**config.mk**
```make
export PLATFORM = sky130hd
export DESIGN_NAME = ram_arbiter
export DESIGN_NICKNAME = d
export VERILOG_FILES = /design/src/rtl/ram_arbiter.sv
export SDC_FILE = /design/constraint.sdc
export NUM_CORES = 1
export LEC_CHECK = 0
export ABC_AREA = 1
export ABC_CLOCK_PERIOD_IN_PS = 4600
export BUFFER_PORTS_ARGS = -buffer_cell sky130_fd_sc_hd__buf_4
export CAP_MARGIN = 25
export CORE_UTILIZATION = 33
export CTS_CLUSTER_SIZE = 28
export DETAILED_ROUTE_END_ITERATION = 8
export SLEW_MARGIN = 30
export SYNTH_ARGS = -nofsm -noshare
export SYNTH_HDL_FRONTEND = slang
export SYNTH_SLANG_ARGS = --single-unit
```
**constraint.sdc**
```tcl
create_clock -name clk -period 4.6 [get_ports clk]
set_input_delay 0.69 -clock clk [delete_from_list [all_inputs] [get_ports clk]]
set_output_delay 0.69 -clock clk [all_outputs]
set_load 0.02 [all_outputs]
```
**src/rtl/ram_arbiter.sv**
```systemverilog
// ram_arbiter: two-port round-robin arbiter in front of a single-port RAM.
// Each request is latched into a one-cycle ACCESS slot, which drives the RAM.
// At the edge that ends the slot, the served port gets a one-cycle ack pulse.
// Misaligned or out-of-range addresses complete with err set and never write.
//
// Ports:
//   clk, reset             clock, asynchronous active-high reset
//   reqN/weN/adrN/dinN     port N request, write enable, byte address, write data
//   ackN/errN/rdataN       port N completion pulse, error flag, read data
//   mem_we/mem_adr/mem_din shared RAM drive (all 0 while idle)
//   mem_dout               combinational RAM read data
module ram_arbiter #(
  parameter int WIDTH = 32,
  parameter int ABITS = 32,
  parameter int DEPTH = 128
) (
  input  logic             clk,
  input  logic             reset,
  input  logic             req0,
  input  logic             we0,
  input  logic [ABITS-1:0] adr0,
  input  logic [WIDTH-1:0] din0,
  output logic             ack0,
  output logic             err0,
  output logic [WIDTH-1:0] rdata0,
  input  logic             req1,
  input  logic             we1,
  input  logic [ABITS-1:0] adr1,
  input  logic [WIDTH-1:0] din1,
  output logic             ack1,
  output logic             err1,
  output logic [WIDTH-1:0] rdata1,
  output logic             mem_we,
  output logic [ABITS-1:0] mem_adr,
  output logic [WIDTH-1:0] mem_din,
  input  logic [WIDTH-1:0] mem_dout
);

  typedef enum logic {IDLE, ACCESS} state_t;

  state_t           state_q, state_d;
  logic             sel_q, sel_d;    // port id owning the current ACCESS slot
  logic             prio_q, prio_d;  // port favoured on a tie
  logic             we_q, we_d;
  logic [ABITS-1:0] adr_q, adr_d;
  logic [WIDTH-1:0] din_q, din_d;
  logic             err_q, err_d;
  logic             ack0_q, ack0_d, ack1_q, ack1_d;
  logic             err0_q, err0_d, err1_q, err1_d;
  logic [WIDTH-1:0] rdata0_q, rdata0_d, rdata1_q, rdata1_d;

  logic done0, done1, elig0, elig1, win;

  function automatic logic addr_err(input logic [ABITS-1:0] a);
    logic [ABITS-1:0] dep;
    dep = ABITS'(DEPTH);
    return (a[1:0] != 2'b00) || ({2'b00, a[ABITS-1:2]} >= dep);
  endfunction

  always_comb begin
    state_d  = state_q;
    sel_d    = sel_q;
    prio_d   = prio_q;
    we_d     = 1'b0;
    adr_d    = '0;
    din_d    = '0;
    err_d    = 1'b0;
    rdata0_d = rdata0_q;
    rdata1_d = rdata1_q;

    done0 = (state_q == ACCESS) && !sel_q;
    done1 = (state_q == ACCESS) &&  sel_q;

    // The port completing at this edge is still holding its request;
    // it must not be re-granted until it has seen its ack.
    elig0 = req0 && !done0;
    elig1 = req1 && !done1;
    win   = (elig0 && elig1) ? prio_q : elig1;

    if (elig0 || elig1) begin
      state_d = ACCESS;
      sel_d   = win;
      prio_d  = ~win;
      we_d    = win ? we1  : we0;
      adr_d   = win ? adr1 : adr0;
      din_d   = win ? din1 : din0;
      err_d   = addr_err(win ? adr1 : adr0);
    end else begin
      state_d = IDLE;
    end

    ack0_d = done0;
    ack1_d = done1;
    err0_d = done0 && err_q;
    err1_d = done1 && err_q;
    if (done0) rdata0_d = (we_q || err_q) ? '0 : mem_dout;
    if (done1) rdata1_d = (we_q || err_q) ? '0 : mem_dout;
  end

  always_ff @(posedge clk or posedge reset) begin
    if (reset) begin
      state_q  <= IDLE;
      sel_q    <= 1'b0;
      prio_q   <= 1'b0;
      we_q     <= 1'b0;
      adr_q    <= '0;
      din_q    <= '0;
      err_q    <= 1'b0;
      ack0_q   <= 1'b0;
      ack1_q   <= 1'b0;
      err0_q   <= 1'b0;
      err1_q   <= 1'b0;
      rdata0_q <= '0;
      rdata1_q <= '0;
    end else begin
      state_q  <= state_d;
      sel_q    <= sel_d;
      prio_q   <= prio_d;
      we_q     <= we_d;
      adr_q    <= adr_d;
      din_q    <= din_d;
      err_q    <= err_d;
      ack0_q   <= ack0_d;
      ack1_q   <= ack1_d;
      err0_q   <= err0_d;
      err1_q   <= err1_d;
      rdata0_q <= rdata0_d;
      rdata1_q <= rdata1_d;
    end
  end

  assign mem_we  = (state_q == ACCESS) && we_q && !err_q;
  assign mem_adr = (state_q == ACCESS) ? adr_q : '0;
  assign mem_din = (state_q == ACCESS) ? din_q : '0;

  assign ack0   = ack0_q;
  assign ack1   = ack1_q;
  assign err0   = err0_q;
  assign err1   = err1_q;
  assign rdata0 = rdata0_q;
  assign rdata1 = rdata1_q;

endmodule

```
* Yosys cells after proc, flatten, opt, wreduce, memory -nomap -nowiden
Index checks and enable logic that the tools add are counted.
** Storage, ports and cells
- Register bits after elaboration :: 137
- Output and inout bits :: 133
- Input port bits :: 166
** Operators by class
- Bitwise gates (word level) :: 1
- Multiplexer cells :: 12
- Reduce and logical (&&, ||, !) cells :: 17
- $lt $le $gt $ge :: 1
** Operator list (number)
- $mux W32 :: 7
- $ge A30 B8 Y1 const B :: 1
- $logic_and A1 B1 Y1 :: 9
- $mux W1 :: 5
- $logic_not A1 Y1 :: 4
- $logic_or A1 B1 Y1 :: 3
- $reduce_bool A2 Y1 :: 1
- $not A1 Y1 :: 1

* Depth between registers and ports, before layout
- Depth after elaboration :: 10
- Depth in mapped cells :: 12

* Least setup slack after synthesis
No wires, ideal clock.
- Path kind :: register -> output
- Start point :: register state_q
- End point :: output mem_adr[10]
- Arrival :: 1140 ps
- Stages on the path, launching flop included :: 5
- Slack :: 2770 ps
- Path buffers :: 2
- Cells stage by stage :: dfrtp_1 > clkbuf_1 > buf_1 > nand2_1 > inv_1
** Between the ends
- Word-level cells in the longest chain between the ends :: 1
** Ends and longest elaborated chain
- start: declaration :: line 41 : state_t state_q, state_d;
- start signal: assignment :: line 116 : state_q <= state_d;
- $mux W32 :: line 133 : assign mem_adr = (state_q == ACCESS) ? adr_q : '0;
- end: declaration :: line 34 : output logic [ABITS-1:0] mem_adr,
No other way between the ends.

* Worst setup path in the final report
- Start point :: register state_q
- End point :: register adr_q[15]
** Between the ends
- Word-level cells in the longest chain between the ends :: 7
- Elaborated cells between the ends (all ways) :: 11
- Those cells by class :: 3 x mux; 8 x reduce/logical
** Ends and longest elaborated chain
- $logic_and A1 B1 Y1, on equally long branches :: line 71, 72
- $logic_not A1 Y1, on equally long branches :: line 76, 77
- $logic_and A1 B1 Y1, on equally long branches :: line 76, 77
- $logic_and A1 B1 Y1 :: line 78 : win = (elig0 && elig1) ? prio_q : elig1;
- $mux W1 :: line 78
- $mux W32 :: line 85 : adr_d = win ? adr1 : adr0;
- $mux W32 (*) :: line 80 : if (elig0 || elig1) begin
- named net adr_d[15] :: line 45 : logic [ABITS-1:0] adr_q, adr_d;
- end signal: assignment :: line 120 : adr_q <= adr_d;
- end: declaration :: line 45
The timed path passes the listed nets; every way through them passes the cells marked *.
A chain may end at the register's enable or synchronous reset.

==> impl_metrics.prom <==
# TYPE chip_impl_metric gauge
chip_impl_metric{name="regToRegSetupSlack",unit="ps"} 1720
chip_impl_metric{name="dr_wl_met2",unit="µm"} 9190
chip_impl_metric{name="yosysSeqAreaShare",unit=""} 0.563
chip_impl_metric{name="timing.critical_path.arrival",unit="ps"} 3150
chip_impl_info{name="crit_start",value="state_q$_DFF_PP0_"} 1
chip_impl_metric{name="synth.cell_area",unit="µm²"} 6090
chip_impl_metric{name="min_period_over_period",unit=""} 0.626
chip_impl_metric{name="timing.max_slew.rel_slack",unit=""} 0.433
chip_impl_metric{name="drt_pass1_iterations",unit=""} 5
chip_impl_metric{name="dp.final_hpwl",unit="µm"} 13400
chip_impl_info{name="crit_path_cell_trace",value="buf_4 -> nand2_2 -> buf_4 -> nand2_1 -> nand2_2 -> inv_2 -> nor2_1"} 1
chip_impl_metric{name="whs",unit="ps"} 439
chip_impl_metric{name="routed_wirelength",unit="µm"} 18900
chip_impl_info{name="worst_hold_path_type",value="input port to asynchronous set/reset pin"} 1
chip_impl_metric{name="wl_met3",unit="µm"} 1860
chip_impl_metric{name="fill_cells",unit=""} 1817
chip_impl_info{name="r2r_start",value="state_q$_DFF_PP0_"} 1
chip_impl_info{name="worstSetupEndpointType",value="register"} 1
chip_impl_info{name="path_delay_family",value="buffers and inverters"} 1
chip_impl_info{name="tritoncts",value="built"} 1
chip_impl_metric{name="hold_viol",unit=""} 0
chip_impl_metric{name="placedCellCount",unit=""} 1244
chip_impl_metric{name="max_freq",unit="MHz"} 347
chip_impl_metric{name="period_minus_ws_final",unit="ps"} 2880
chip_impl_metric{name="initial_antenna_violation_count",unit=""} 0
chip_impl_metric{name="total_leakage_power",unit="nW"} 5.25
chip_impl_metric{name="netlist-cell-type-count",unit=""} 18
chip_impl_metric{name="route.antenna.remaining_nets",unit=""} 0
chip_impl_metric{name="initial_util",unit=""} 0.338
chip_impl_metric{name="ys_seq_elements",unit=""} 137
chip_impl_metric{name="cts_repair_resize_count",unit=""} 0
chip_impl_metric{name="antennaDiodeCount",unit=""} 0
chip_impl_metric{name="setup_violations",unit=""} 0
chip_impl_info{name="slowest_stage",value="sky130_fd_sc_hd__inv_2"} 1
chip_impl_metric{name="postLayoutCoreUtil",unit=""} 0.503
chip_impl_metric{name="die_area",unit="µm²"} 19000
chip_impl_metric{name="wl_met1",unit="µm"} 7510
chip_impl_metric{name="grt_overflow",unit=""} 0
chip_impl_metric{name="h_tree_level_count",unit=""} 4
chip_impl_metric{name="numClockSinks",unit=""} 137
chip_impl_metric{name="clk_pin_slew_worst_paths",unit="ps"} 60
chip_impl_info{name="critical_path.reg2reg.endpoint",value="adr_q[15]$_DFF_PP0_"} 1
chip_impl_metric{name="required",unit="ps"} 4860
chip_impl_metric{name="via_per_inst",unit=""} 4.56
chip_impl_info{name="critPathKind",value="register to register"} 1
chip_impl_metric{name="detail_route.wl_per_cell",unit="µm"} 14.8
chip_impl_metric{name="path_depth",unit=""} 7
chip_impl_metric{name="number_of_top_level_design_ports",unit=""} 299
chip_impl_metric{name="fp-row-count",unit=""} 49
chip_impl_metric{name="max_incr_delay_on_cp",unit="ps"} 650
chip_impl_metric{name="buffer_ports.inserted",unit=""} 298
chip_impl_metric{name="setup_tns_final",unit="ps"} 0
chip_impl_metric{name="powerDensity",unit="nW/µm²"} 668
chip_impl_metric{name="remaining_design_rule_violation_count",unit=""} 0
chip_impl_metric{name="hold_buffers",unit=""} 0
chip_impl_info{name="crit_path_start_kind",value="register"} 1
chip_impl_metric{name="die_x",unit="µm"} 138
chip_impl_metric{name="grt_pass1_wl",unit="µm"} 28300
chip_impl_info{name="unrepaired_setup_endpoints_after_global_routing",value="false"} 1
chip_impl_metric{name="yosysWarnings",unit=""} 0
chip_impl_metric{name="maximum_number_of_pins_on_one_net_before_global_route_repair",unit=""} 86
chip_impl_metric{name="place_congestion",unit=""} 0.794
chip_impl_metric{name="ir_drop",unit="V"} 0.000339
chip_impl_metric{name="die_height",unit="µm"} 138
chip_impl_metric{name="worst_clock_skew",unit="ps"} 6.75
chip_impl_metric{name="critPathMaxFanout",unit=""} 67
chip_impl_metric{name="clockBufferDepth",unit=""} 2
chip_impl_metric{name="maxSlewViolCount",unit=""} 0
chip_impl_metric{name="drt_iter0_drc",unit=""} 223
chip_impl_metric{name="post_cts.repair.setup_buffers",unit=""} 0
chip_impl_metric{name="core-area",unit="µm²"} 18000
chip_impl_metric{name="finished_layout_cells",unit=""} 1275
chip_impl_metric{name="drv_cap",unit=""} 0
chip_impl_metric{name="cts-buffers-inserted",unit=""} 17
chip_impl_metric{name="mappedNetlistNets",unit=""} 925
chip_impl_metric{name="crit_path_buffers_inverters",unit=""} 3
chip_impl_metric{name="post_route_cells_drive_above_1_share",unit=""} 0.336
chip_impl_info{name="outcome",value="finished, final reports clean"} 1
chip_impl_info{name="critPathCapture",value="adr_q[15]$_DFF_PP0_"} 1
chip_impl_metric{name="post_synth_inst_count",unit=""} 759
chip_impl_metric{name="grt_usage",unit=""} 0.198
chip_impl_info{name="top_layer_used",value="met4"} 1
chip_impl_metric{name="num_vias",unit=""} 5818
chip_impl_metric{name="reg2regPathDepth",unit=""} 7
chip_impl_metric{name="worst_pin_slew",unit="ps"} 848
chip_impl_metric{name="final_nets",unit=""} 1200
chip_impl_metric{name="area_delta_synth_final",unit="%"} 49.1
chip_impl_metric{name="post_synth.cell_area_avg",unit="µm²"} 8.02
chip_impl_metric{name="grt_pass1_vias",unit=""} 5512
chip_impl_metric{name="clock_latency_late_sink",unit="ps"} 420
chip_impl_info{name="clk_root_buffer_cell",value="sky130_fd_sc_hd__clkbuf_16"} 1
-- flip-flops by register name (all words and copies together), names as in the netlist --
name / count
ack0: 1
ack1: 1
adr_q: 32
din_q: 32
err0: 1
err1: 1
err_q: 1
prio_q: 1
rdata0: 32
rdata1: 32
sel_q: 1
state_q: 1
we_q: 1
-- metrics by stage --
stage | total power [mW] | worst slack [ps] | instance area [µm²]
2_1_floorplan | 3.51 | 242 | 6090
4_1_cts | 6.15 | 1650 | 9070
5_1_grt | 6.48 | 1400 | 9070
3_5_place_dp | 4.69 | 1490 | 8460
3_3_place_gp | 4.66 | 1490 | 8460
6_report | 6.07 | 1720 | 9070
-- Yosys cell counts, drive strengths merged --
cell	n	share of area
clkbuf	25	0.015
a21oi	16	0.013
inv	92	0.057
dfrtp	137	0.56
nand2	264	0.16
nor2	32	0.021
nand3b	13	0.016
nand3	87	0.072
buf	26	0.023
o21ai	67	0.055
-- cell families (layout without fill, tap and decap cells) --
| group | after synthesis | count (layout) | share of synthesized area |
|---|---|---|---|
| flops | 137 | 137 | 0.563 |
| simple gates | 396 | 396 | 0.273 |
| compound gates | 83 | 83 | 0.0682 |
| buf+inv | 143 | 430 | 0.0952 |
-- worst min-delay path by stage --
stage	from	end	slack, ps
after floorplan	err_q$_DFF_PP0_	err0$_DFF_PP0_	510
after global placement	rdata1[0]$_DFFE_PP0P_	rdata1[0]$_DFFE_PP0P_	470
after detailed placement	rdata0[19]$_DFFE_PP0P_	rdata0[19]$_DFFE_PP0P_	470
after CTS	reset	rdata0[13]$_DFFE_PP0P_	450
after global routing	din0[7]	din_q[7]$_DFF_PP0_	490
final	reset	din_q[26]$_DFF_PP0_	440
-- cell type report --
type                            count  area (µm²)  area share
Clock inverter                     12         175      0.0193
Tap cell                          229         287      0.0316
Timing Repair Buffer              307        2300       0.254
Sequential cell                   137        3430       0.378
Clock buffer                       19         443      0.0488
Multi-Input combinational cell    479        2080       0.230
Inverter                           92         350      0.0386
-- report_power, final --
group          internal, mW  switching, mW
clock network         0.917          0.518
registers              1.70          0.218
logic                 0.998           1.72
total                  3.61           2.45
-- layout by cell type (no fill, tap or decap), drive strengths merged --
cell type / Yosys / routed
nand3: 87 / 87
dfrtp: 137 / 137
a21oi: 16 / 16
nor2: 32 / 32
clkbuf: 25 / 19
bufinv: 0 / 4
buf: 26 / 307
inv: 92 / 92
nand3b: 13 / 13
o21ai: 67 / 67
nand2: 264 / 264
clkinv: 0 / 5
clkinvlp: 0 / 3
-- metal layers --
metal,vias up,global-route usage
li1,2888,-
met1,2664,0.239
met2,246,0.331
met3,20,0.0629
met4,0,0.0725
met5,-,0
No activity file was read; power rests on OpenSTA's default activity.
